[config.mk]
export PLATFORM = sky130hd
export DESIGN_NAME = midi_rx_parser
export DESIGN_NICKNAME = d
export VERILOG_FILES = /design/src/rtl/midi_rx_parser.sv
export SDC_FILE = /design/constraint.sdc
export NUM_CORES = 1
export LEC_CHECK = 0
export ABC_AREA = 1
export BUFFER_PORTS_ARGS = -buffer_cell sky130_fd_sc_hd__buf_2
export CAP_MARGIN = 25
export CORE_ASPECT_RATIO = 1.75
export CORE_UTILIZATION = 55
export DETAILED_ROUTE_END_ITERATION = 8
export GPL_TIMING_DRIVEN = 0
export PLACE_DENSITY = 0.72
export SKIP_LAST_GASP = 1
export SLEW_MARGIN = 20
export SYNTH_ARGS = -nofsm -noshare
export SYNTH_HDL_FRONTEND = slang
export SYNTH_SLANG_ARGS = --single-unit
[constraint.sdc]
create_clock -name clk -period 3.2 [get_ports clk]
set_clock_uncertainty 0.2 [all_clocks]
set_input_delay 0.32 -clock clk [delete_from_list [all_inputs] [get_ports clk]]
set_output_delay 0.32 -clock clk [all_outputs]
set_load 0.05 [all_outputs]
[src/rtl/midi_rx_parser.sv]
// MIDI serial receiver that decodes Note-On/Note-Off messages into {on, note} events.
// A small FIFO and an output pacer hold each event on msg/clk_msg long enough for the player.
module midi_rx_parser #(
  parameter int CLK_FREQ    = 120_000_000,
  parameter int BAUD        = 31250,
  parameter int CHANNEL     = 16,
  parameter int FIFO_DEPTH  = 4,
  parameter int HOLD_CYCLES = 4,
  parameter int GAP_CYCLES  = 4
) (
  input  logic       clk,
  input  logic       rst,
  input  logic       rx,
  output logic [7:0] msg,
  output logic       clk_msg,
  output logic       frame_err,
  output logic       overrun
);
  localparam int BIT_CYCLES = CLK_FREQ / BAUD;
  localparam int HALF       = BIT_CYCLES / 2;
  localparam int CW         = $clog2(BIT_CYCLES + 1);
  localparam int AW         = $clog2(FIFO_DEPTH);
  localparam int PMAX       = (HOLD_CYCLES > GAP_CYCLES) ? HOLD_CYCLES : GAP_CYCLES;
  localparam int PW         = $clog2(PMAX + 1);
  localparam logic [3:0] CH = 4'(CHANNEL);

  // rx_d is one more stage behind rx_s2 so IDLE can see a clean 1->0 edge
  logic rx_s1, rx_s2, rx_d;
  always_ff @(posedge clk) begin
    if (rst) begin
      rx_s1 <= 1'b1;
      rx_s2 <= 1'b1;
      rx_d  <= 1'b1;
    end else begin
      rx_s1 <= rx;
      rx_s2 <= rx_s1;
      rx_d  <= rx_s2;
    end
  end

  typedef enum logic [1:0] {U_IDLE, U_START, U_DATA, U_STOP} ustate_t;
  ustate_t         us;
  logic [CW-1:0]   ucnt;
  logic [2:0]      bitn;
  logic [7:0]      shreg;
  logic            bit_end, stop_smp, byte_vld;

  assign bit_end  = (ucnt == CW'(BIT_CYCLES - 1));
  assign stop_smp = (us == U_STOP) && bit_end;
  assign byte_vld = stop_smp && rx_s2;

  always_ff @(posedge clk) begin
    if (rst) begin
      us        <= U_IDLE;
      ucnt      <= '0;
      bitn      <= '0;
      shreg     <= '0;
      frame_err <= 1'b0;
    end else begin
      frame_err <= stop_smp && !rx_s2;
      ucnt      <= ucnt + CW'(1);
      case (us)
        U_IDLE: begin
          ucnt <= '0;
          if (rx_d && !rx_s2) us <= U_START;
        end
        U_START: if (ucnt == CW'(HALF - 1)) begin
          ucnt <= '0;
          bitn <= '0;
          us   <= rx_s2 ? U_IDLE : U_DATA;
        end
        U_DATA: if (bit_end) begin
          ucnt  <= '0;
          shreg <= {rx_s2, shreg[7:1]};
          bitn  <= bitn + 3'd1;
          if (bitn == 3'd7) us <= U_STOP;
        end
        U_STOP: if (bit_end) begin
          ucnt <= '0;
          us   <= U_IDLE;
        end
        default: us <= U_IDLE;
      endcase
    end
  end

  typedef enum logic [1:0] {P_IGNORE, P_KEY, P_VEL} pstate_t;
  pstate_t    ps;
  logic       on_flag;
  logic [6:0] key;
  logic       push, ch_ok;
  logic [7:0] ev;

  assign ch_ok = (CHANNEL == 16) || (shreg[3:0] == CH);
  assign push  = byte_vld && (ps == P_VEL) && !shreg[7] && (key != 7'd0);
  assign ev    = {on_flag && (shreg[6:0] != 7'd0), key};

  always_ff @(posedge clk) begin
    if (rst) begin
      ps      <= P_IGNORE;
      on_flag <= 1'b0;
      key     <= '0;
    end else if (byte_vld) begin
      if (shreg[7]) begin
        // realtime bytes (F8..FF) leave running status untouched
        if (shreg[7:3] != 5'b11111) begin
          if (shreg[7:5] == 3'b100 && ch_ok) begin
            on_flag <= shreg[4];
            ps      <= P_KEY;
          end else begin
            ps <= P_IGNORE;
          end
        end
      end else begin
        case (ps)
          P_KEY: begin
            key <= shreg[6:0];
            ps  <= P_VEL;
          end
          P_VEL:   ps <= P_KEY;
          default: ps <= P_IGNORE;
        endcase
      end
    end
  end

  logic [7:0]    mem [FIFO_DEPTH];
  logic [AW-1:0] wp, rp;
  logic [AW:0]   cnt;
  logic          full, empty, wr, pop;

  typedef enum logic [1:0] {Q_IDLE, Q_LOAD, Q_HOLD, Q_GAP} qstate_t;
  qstate_t       qs;
  logic [PW-1:0] pcnt;

  assign full  = (cnt == (AW+1)'(FIFO_DEPTH));
  assign empty = (cnt == '0);
  // a pop never makes room for a push in the same cycle when full
  assign wr    = push && !full;
  assign pop   = (qs == Q_IDLE) && !empty;

  always_ff @(posedge clk) begin
    if (wr) mem[wp] <= ev;
  end

  always_ff @(posedge clk) begin
    if (rst) begin
      wp      <= '0;
      rp      <= '0;
      cnt     <= '0;
      overrun <= 1'b0;
    end else begin
      overrun <= push && full;
      if (wr)  wp <= wp + AW'(1);
      if (pop) rp <= rp + AW'(1);
      case ({wr, pop})
        2'b10:   cnt <= cnt + (AW+1)'(1);
        2'b01:   cnt <= cnt - (AW+1)'(1);
        default: cnt <= cnt;
      endcase
    end
  end

  always_ff @(posedge clk) begin
    if (rst) begin
      qs      <= Q_IDLE;
      pcnt    <= '0;
      msg     <= '0;
      clk_msg <= 1'b0;
    end else begin
      case (qs)
        Q_IDLE: if (!empty) begin
          msg <= mem[rp];
          qs  <= Q_LOAD;
        end
        Q_LOAD: begin
          clk_msg <= 1'b1;
          pcnt    <= '0;
          qs      <= Q_HOLD;
        end
        Q_HOLD: if (pcnt == PW'(HOLD_CYCLES - 1)) begin
          clk_msg <= 1'b0;
          pcnt    <= '0;
          qs      <= Q_GAP;
        end else begin
          pcnt <= pcnt + PW'(1);
        end
        Q_GAP: if (pcnt == PW'(GAP_CYCLES - 1)) qs <= Q_IDLE;
               else pcnt <= pcnt + PW'(1);
        default: qs <= Q_IDLE;
      endcase
    end
  end
endmodule

==> metrics.md <==
| Metric | Value |
|---|---|
| Outcome | `completed` |
| Worst skew pair latency | `340 ps` |
| Worst R2R Path Depth | `12` |
| Worst-margin pin slew | `around 800 ps` |
| Antenna cells | `0` |
| Final worst slack | `~360 ps` |
| Hold Path Sink | `ucnt[6]` |
| Critical path data arrival time | `~2900 ps` |
| Cell Pwr Density | `about 600 nW/µm²` |
| Maxcap violations | `0` |
| Worst r2r src | `qs[0]` |
| Ys flop type | `dfxtp_1` |
| Top Metal Used | `met4` |
| EDFF count, synth | `32` |
| Worst Setup End Kind | `register` |
| CP Data Required Time | `about 3200 ps` |
| Met2 wire length | `roughly 4400 µm` |
| Vias/cell | `about 5.1` |
| Met3 WL | `between 150 and 200 µm` |
| Post-synthesis cell type count | `33` |
| Routed wire length | `~7400 µm` |
| Syn Area/Cell | `between 8 and 9 µm²` |
| Wl on met1 | `2750 µm` |
| Rows | `40` |
| DR pass1 iterations | `4` |
| Initial antenna violation count | `0` |
| I/O pin cnt | `14` |
| Filler instances | `slightly below 600` |
| Wire per inst | `~13 µm` |
| Critical Path, Cell by Cell | `inv_1 -> ha_1 -> inv_1 -> nor2_1 -> clkbuf_1 -> ha_1 -> inv_1 -> fa_1 -> a21oi_1 -> o21ai_0 -> o21ai_0 -> a21oi_1` |
| Final worst path period share | `roughly nine tenths` |
| Layout cells sized above 1 | `10.2%` |
| Clock tree from TritonCTS | `yes` |
| Achievable Freq | `approximately 0.35 GHz` |
| Buf/Inv on CP | `4` |
| FF-to-FF setup slack | `360 ps` |
| Crit-path max FO | `10` |
| Critical path class | `register to register` |
| Largest stage delay on the critical path | `about 450 ps` |
| Worst hold start | `rst` |
| Longest Clk Path Bufs | `2` |
| Layout Nets | `a little under 500` |
| Syn Nets | `between 400 and 500` |
| Initial drt markers | `88` |
| Hold_ws | `14.3 ps` |
| Critical Path Slowest Stage Cell | `clkbuf_1` |
| Die width | `66.5 µm` |
| Initial Util | `between 50% and 60%` |
| Die area | `between 7000 and 8000 µm²` |
| Gpl congestion | `about 0.84` |
| RSZ-0062 raised after global routing | `false` |
| # DRC | `0` |
| Post-Syn Instances | `between 400 and 500` |
| Final Max Slew Viols | `0` |
| Placed cell area | `roughly 4200 µm²` |
| Fin crit period | `2840 ps` |
| Setup_tns | `0 ps` |
| Synthesized flop and latch total | `93` |
| Area of the multi-input gates | `around 1600 µm²` |
| Peak VDD IR | `about 400 µV` |
| P&R area growth vs syn | `13.2%` |
| First-pass GRT wire length | `12100 µm` |
| Leakage power | `~1.8 nW` |
| Async set-or-reset flop fraction in the synthesized netlist | `0%` |
| Num CTS Buffers | `9` |
| Hold Vio Cnt, Final | `0` |
| Number of global-route vias before repair | `2820` |
| Top cell by count, worst path | `inv_1` |
| Clock transition at path regs | `60 ps` |
| Ys Warns | `0` |
| Largest net degree at the start of global routing | `16` |
| Worst slack, placed | `approximately 400 ps` |
| Reg2reg end | `cnt[2]` |
| Post-DRT Antenna Nets | `0` |
| Endpoints failing setup | `0` |
| DP Wirelength | `approximately 5400 µm` |
| CTS sink count | `93` |
| Hold Crit Depth | `2` |
| Hold Crit Class | `input pin to register` |
| H-tree depth | `3` |
| CTS resizes | `0` |
| Reg area | `~2200 µm²` |
| Placeable Area | `about 7000 µm²` |
| Setup crit start kind | `register` |
| Post-Layout Inst Area | `roughly 4500 µm²` |
| Port bufs | `13` |
| Post-synthesis sequential area ratio | `approximately 55%` |
| Relative slew slack | `a little under half` |
| Top delay family on crit path | `adder cells` |
| Gr usage total | `a little over a fifth` |
| Detailed-route via count | `~2900` |
| Die Y | `~110 µm` |
| Synth Cell Area | `about 4000 µm²` |
| Grt ovf | `0` |
| Clock root cell | `clkbuf_16` |
[worst reg2reg max path, delay by kind of cell, from the launching register on]
kind	cells	cell delay [ps]
fa+ha+maj	3	830
buf+inv	4	700
compound gates	4	460
flops	1	330
simple gates	1	220
[registers in the layout (all words and copies together), names as in the netlist, 2 cells and up, named ones only]
signal and flops:
mem 32, ucnt 12, msg 8, shreg 8, key 7, bitn 3, cnt 3, pcnt 3
ps 2, qs 2, rp 2, wp 2
[how the worst max path moves through the flow]
stage,startpoint,endpoint,depth (start not counted)
finish,qs[0],cnt[2],12
global route,qs[1],cnt[2],12
CTS,qs[0],cnt[2],12
detailed placement,qs[0],cnt[2],12
global placement,qs[0],cnt[2],12
floorplan,qs[0],cnt[2],12
[layout by cell type (no fill, tap or decap), types with 2 or more instances in the layout]
cell type / n
edfxtp_1: 32
clkinv_1: 2
dfxtp_1: 61
buf_6: 2
buf_1: 2
nor2_4: 2
a21oi_1: 32
nand2_2: 4
or2_2: 2
nand2_1: 59
inv_1: 50
clkbuf_16: 9
a31oi_1: 9
nand2_4: 3
nor4_1: 3
nor2_1: 86
nor3b_1: 4
nand3_1: 12
buf_2: 15
nor2_8: 2
o21ai_0: 43
ha_1: 15
nor3_1: 5
bufinv_16: 3
xnor2_1: 3
clkbuf_1: 8
[cells by family (layout without fill, tap and decap cells)]
kind of cell	count (synthesis)	after routing	synth area share, %
fa+ha+maj	16	16	5.19
flops	93	93	54.5
xor+xnor	4	4	0.875
buf+inv	66	96	6.63
compound gates	87	87	11.4
simple gates	185	185	21.4
[power breakdown]
group / switching [mW] / total [mW] / internal (mW)
sequential: 0.0234 / 1.27 / 1.24
clock: 0.426 / 1.21 / 0.787
combinational: 0.141 / 0.209 / 0.0678
total: 0.590 / 2.69 / 2.10
[area by class of cell]
class,count,share of cell area (%)
clock buffers,11,5.36
inverters,53,4.39
well taps,84,2.32
clock inverters,5,2.35
flip-flops and latches,93,48.2
plain buffers,13,1.46
repair buffers,14,1.66
multi-input cells,292,34.3
[layer usage]
metal / vias to the layer above / global-route usage [%]
li1: 1523 / -
met1: 1330 / 19.1
met2: 39 / 44.2
met3: 10 / 4.17
met4: 0 / 8.51
met5: - / 0
[Yosys cell counts (5+ instances only)]
library cell / instances / area (µm²)
edfxtp_1: 32 / 961
dfxtp_1: 61 / 1220
inv_1: 50 / 188
nand2_1: 59 / 221
nor3_1: 5 / 25.0
a21oi_1: 32 / 160
o21ai_0: 43 / 215
nor2_1: 86 / 323
a31oi_1: 9 / 56.3
nand3_1: 12 / 60.1
ha_1: 15 / 188
clkbuf_1: 7 / 26.3
[metrics by stage]
step	utilization (%)	total power, mW	instances
6_report	65.1	2.69	565
5_1_grt	65.1	2.79	565
4_1_cts	65.1	2.70	565
3_5_place_dp	60.0	1.50	548
3_3_place_gp	60.0	1.49	548
2_1_floorplan	-	1.45	451
[timing repair]
action	CTS	global route
hold buffers	1	0
buffers inserted	0	0
endpoints found under the hold margin	1	0
Power figures use the tool's default switching activity.
